[src/rtl/pipe_hazard_ctrl.sv]
// Stall/flush sequencer for the five-stage pipeline: data hazards, MDU occupancy, eret guard, exception entry.
// Optional MDU busy tracking is built only when PIPE_MDU_EN is defined.
module pipe_hazard_ctrl #(
  parameter int unsigned MULT_CYCLES = 5,
  parameter int unsigned DIV_CYCLES  = 10
) (
  input  logic       clk,
  input  logic       reset_n,
  input  logic [4:0] id_rs,
  input  logic [4:0] id_rt,
  input  logic [1:0] id_tuse_rs,
  input  logic [1:0] id_tuse_rt,
  input  logic [4:0] ex_waddr,
  input  logic [4:0] mem_waddr,
  input  logic [1:0] ex_tnew,
  input  logic [1:0] mem_tnew,
  input  logic       id_md,
  input  logic       ex_md_start,
  input  logic       ex_md_div,
  input  logic       id_eret,
  input  logic       ex_cp0we,
  input  logic       mem_cp0we,
  input  logic       int_req,
  output logic       stall,
  output logic       idex_flush,
  output logic       pipe_req,
  output logic       md_busy,
  output logic [3:0] md_count
);

  typedef enum logic [0:0] {StRun, StSettle} state_e;

  state_e state_q, state_d;
  logic   stall_rs, stall_rt, stall_md, stall_eret;

  assign stall_rs = (id_rs != 5'd0) &&
                    (((id_rs == ex_waddr) && (id_tuse_rs < ex_tnew)) ||
                     ((id_rs == mem_waddr) && (id_tuse_rs < mem_tnew)));
  assign stall_rt = (id_rt != 5'd0) &&
                    (((id_rt == ex_waddr) && (id_tuse_rt < ex_tnew)) ||
                     ((id_rt == mem_waddr) && (id_tuse_rt < mem_tnew)));
  assign stall_eret = id_eret && (ex_cp0we || mem_cp0we);

`ifdef PIPE_MDU_EN
  logic [3:0] md_count_q, md_count_d;

  // A mult/div flushed by exception entry never reaches the MDU, so it must not load.
  always_comb begin
    md_count_d = md_count_q;
    if (ex_md_start && (md_count_q == 4'd0) && !pipe_req) begin
      md_count_d = ex_md_div ? DIV_CYCLES[3:0] : MULT_CYCLES[3:0];
    end else if (md_count_q != 4'd0) begin
      md_count_d = md_count_q - 4'd1;
    end
  end

  always_ff @(posedge clk or negedge reset_n) begin
    if (!reset_n) begin
      md_count_q <= 4'd0;
    end else begin
      md_count_q <= md_count_d;
    end
  end

  assign md_count = md_count_q;
  assign md_busy  = (md_count_q != 4'd0) || ex_md_start;
  assign stall_md = id_md && md_busy;
`else
  logic unused_md;
  assign unused_md = ^{id_md, ex_md_start, ex_md_div};
  assign md_count  = 4'd0;
  assign md_busy   = 1'b0;
  assign stall_md  = 1'b0;
`endif

  always_ff @(posedge clk or negedge reset_n) begin
    if (!reset_n) begin
      state_q <= StRun;
    end else begin
      state_q <= state_d;
    end
  end

  always_comb begin
    state_d = state_q;
    unique case (state_q)
      StRun:    if (int_req) state_d = StSettle;
      StSettle: state_d = StRun;
      default:  state_d = StRun;
    endcase
  end

  // SETTLE masks int_req while CP0 raises EXL, so one exception enters exactly once.
  always_comb begin
    pipe_req   = (state_q == StRun) && int_req;
    stall      = (stall_rs | stall_rt | stall_md | stall_eret) && !pipe_req;
    idex_flush = stall;
  end

endmodule

[config.mk]
export PLATFORM = sky130hd
export DESIGN_NAME = pipe_hazard_ctrl
export DESIGN_NICKNAME = d
export VERILOG_FILES = /design/src/rtl/pipe_hazard_ctrl.sv
export SDC_FILE = /design/constraint.sdc
export NUM_CORES = 1
export LEC_CHECK = 0
export CORE_ASPECT_RATIO = 1.1
export CORE_MARGIN = 3
export CORE_UTILIZATION = 29
export DETAILED_ROUTE_END_ITERATION = 16
export GPL_TIMING_DRIVEN = 0
export PLACE_DENSITY = 0.8
export SYNTH_ARGS = -nofsm -noshare
export SYNTH_HDL_FRONTEND = slang
export SYNTH_SLANG_ARGS = --single-unit
[constraint.sdc]
create_clock -name clk -period 1.6 [get_ports clk]
set_input_delay 0.16 -clock clk [delete_from_list [all_inputs] [get_ports clk]]
set_output_delay 0.16 -clock clk [all_outputs]
set_load 0.05 [all_outputs]
* Yosys cells after proc, flatten, opt, wreduce, memory -nomap -nowiden *
Cells that the tools add are included.

word-level totals
  logic and storage cells = 29
  input port bits = 37
  flip-flop bits (word level) = 1
  output and inout bits = 8

cells by class
  eq/ne operators = 4
  bitwise logic cells = 3
  reduce and logical (&&, ||, !) cells = 15
  muxes and demuxes = 2
  $lt $le $gt $ge = 4

operator list
  operator                            number
  equality test 5 bit                 4
  nonzero test 5 bit                  2
  logical AND 1 bit                   9
  < comparator 2 bit                  4
  logical OR 1 bit                    3
  bitwise OR 1 bit                    2
  one-hot mux 1 bit (2 select lines)  1
  zero test 1 bit                     1
  2-to-1 mux 1 bit                    1
  inverter 1 bit                      1

* Longest topological paths before layout *
  depth in word-level cells = 7
  gate-level depth with buffers = 7
  depth with buffers taken out = 6

* Worst setup path after synthesis *
No wires, ideal clock.

  path type = input -> output
  from = in ex_tnew[1]
  to = out stall
  required time = 1440 ps
  slack = -793 ps
  data arrival time = 2233 ps
  buffers on the path = 1
  stages = 7
  path through = inv_1 -> ha_1 -> a2111oi_4 -> nand4_1 -> o2bb2ai_1 -> a31oi_1 -> buf_4

on the way
  longest elaborated chain between the ends = 7
  elaborated cells between the ends (all ways) = 11
  classes of those cells = order compare: 2; bitwise: 2; reduce/logical: 7

ends and longest elaborated chain
  what                                   line    text
  start: declaration                     15      input logic [1:0] ex_tnew,
  < comparator 2 bit (on tied branches)  37, 40
  logical AND 1 bit (on tied branches)   37, 40
  logical OR 1 bit (on tied branches)    37, 40
  logical AND 1 bit (on tied branches)   36, 39
  bitwise OR 1 bit (*) (2 in a row)      96      stall = (stall_rs | stall_rt | stall_md | stall_eret) && !pipe_req;
  logical AND 1 bit (*)                  96
  end: declaration                       24      output logic stall,

Every way passes the cells marked *; elsewhere a longest branch is shown, timed or not.

* Worst setup path in the final report *
  from = in id_rt[1]
  to = out stall

on the way
  longest elaborated chain between the ends = 7
  elaborated cells between the ends (all ways) = 10
  classes of those cells = eq/ne: 2; bitwise: 2; reduce/logical: 6

ends and longest elaborated chain
  what                                    line    text
  start: declaration                      10      input logic [4:0] id_rt,
  equality test 5 bit (on tied branches)  40, 41
  logical AND 1 bit (on tied branches)    40, 41
  logical OR 1 bit                        40      (((id_rt == ex_waddr) && (id_tuse_rt < ex_tnew)) ||
  logical AND 1 bit (*)                   39      assign stall_rt = (id_rt != 5'd0) &&
  bitwise OR 1 bit (*) (2 in a row)       96
  logical AND 1 bit (*)                   96

Marked as above.

==> metrics.cfg <==
[run_status]
status=complete, but fails checks
violations=setup timing

[finish]
largest-register=state_q
largest_reg_flops=1
largestRegisters=state_q x1
finalNetCount=138
final_util_pct=71.6
final_cells=111
diodes=0
finalInstanceArea_um2=1030
area_growth_pct=120
drive_gt1_share_pct=57.9

[logic_synthesis]
syn_area_um2=467
yosysTopAreaCell=xnor2_1
ys_types=19
yosysMostFrequentCell=xnor2_1
yosysSeqAreaShare_pct=5.36
synth-async-reset-ratio_pct=100
synth_compound_area_share_pct=17.7
synth_edf_count=0
synthSimpleGateAreaFrac_pct=15.8
yosys-top-cells-area=xnor2_1 26%, xor2_1 11%, ha_1 11%
synth_adder_area_share_pct=10.7
synth.area.mux_share_pct=0
synth_common_cells=14 x xnor2_1, 6 x buf_4, 6 x xor2_1, 4 x ha_1, 4 x nand4_1
synth_top_family_by_area=XOR/XNOR gates
syn_inst=54
yosysTopAreaCellShare_pct=26.3
synth-seq-cells=1
ys.flop_type=dfrtp_1
synth_xor_area_share_pct=37.5
avgSynthCellArea_um2=8.64
synth_warnings=0

[routing]
routed_wl_um=1590
vias_per_cell=4.71
drc=0
detail_route.first_pass.iterations=2
drt_iter0_markers=1
wl_per_cell_um=14.3
ant_nets=0
num_vias=523

[place]
port_buffers=36
post-dp-hpwl_um=1380
placed_cells=110
postPlaceCellArea_um2=946
globalplace.congestion=0.680

[hold_path]
hp-class=in -> async

[setup_path]
worstPathArrival_ps=1590
cp-end-kind=output pin
r2r_cells=1
r2r_slack_ps=960
cp-startpoint=id_rt[1]
crit_required_ps=1440
crit_fanout=3
start_kind=input pin
r2r_start=state_q
r2r-end=state_q
worstSetupPathType=in -> out

[global_routing]
grt_remaining_overflow=0
grt_first_pass_wirelength_um=2390
antenna_found_initial=0
grt_max_degree=4
grt_usage_pct=14.9
grt_pass1_vias=572

[sta]
max_freq_mhz=572
fin_crit_sh_pct=109
fin_skew_ps=0
layout_min_cycle_time_ps=1750
setup_slack_ps=-147
setup_viol=2
final-max-slew-violation-count=0
finalHoldViolations=0
rsz0062_at_grt=true

[job]
cap_violations=0

[power_and_ir_drop]
intPower_uw=188
ir_drop_mv=0.206
swShare_pct=45.6
power_uw=345
p_seq_share_pct=8.1
p_per_area_nw_per_um2=336
clkPwrFrac_pct=0
power_frac_comb_pct=91.9
power.leakage_nw=0.424
switchingPower_uw=157

[clocking]
insertion_delay_ps=0
cts.clk_slew.worst_paths_ps=0
hold_buffers=0

[floorplanning]
initial_utilization_pct=32.5
die-area_um2=2130
pin_count=45
rows=14
die_w_um=44.3
core_um2=1440
die_h_um=48.1

[metrics by stage]
stage / hold WS (ps) / setup TNS (ps) / setup WS, ps
finish: 311 / -193 / -147
global route: 328 / -311 / -201
CTS: 312 / -267 / -169
detailed placement: 312 / -2870 / -1340
global placement: 309 / -2750 / -1300
floorplan: -136 / -157 / -157
[cells by family after synthesis]
group / Yosys count
xor gates and xnor gates: 20
and+or+nand+nor: 11
buffers and inverters: 9
AOI/OAI and AO/OA: 8
adders and majority gates: 4
DFF: 1
other: 1
[worst max-delay path by stage]
stage / to / slack (ps) / cells past startpoint
global route: stall / -200 / 6
global placement: stall / -1300 / 9
floorplan: stall / -160 / 7
CTS: stall / -170 / 9
finish: stall / -150 / 6
detailed placement: stall / -1340 / 9
[power groups by stage]
stage	sequential, mW	clock, mW	combinational [mW]
after floorplan	0.0281	0	0.165
after detailed placement	0.0282	0	0.295
after global routing	0.0282	0	0.339
final	0.0281	0	0.317
after CTS	0.0282	0	0.305
after global placement	0.0281	0	0.289
[per-layer routing]
metal | track usage (%) | wire length, µm
met1 | 17.1 | 595
met2 | 30.5 | 836
met3 | 1.50 | 158
met4 | 1.81 | 0
met5 | 0 | 0
[final cells by class]
cell class                 instances  area, µm²
buffer                             6       48.8
multi-input combinational         48        588
timing repair buffer              37        318
tap                               16       20.0
inverter                           3       28.8
sequential                         1       25.0
fill                             119        408
[critical path, cell delays in order]
cell and delay, ps:
dlygate4sd2_1 270, or4_1 550, o2bb2ai_2 210, a31oi_4 120, buf_6 140, buf_8 140
[cell usage in the layout (no fill, tap or decap), types with 2 or more instances in the layout]
master,instances
xnor2_1,10
ha_4,3
clkdlybuf4s15_1,2
o21ai_0,2
buf_6,8
nand4_1,4
buf_4,6
nand2b_4,3
dlygate4sd2_1,5
xnor2_2,4
xor2_1,2
a2111oi_4,3
clkbuf_2,8
or4_1,2
clkdlybuf4s15_2,2
xor2_2,4
buf_2,5
clkdlybuf4s50_1,5
buf_8,2
conb_1,5
[timing repair]
action / 4_1_cts / 5_1_grt
buffers inserted: 1 / 0
setup endpoints to repair: 3 / 2
pin swaps: 14 / 15
gates resized for setup: 90 / 44
Power figures use the tool's default switching activity.
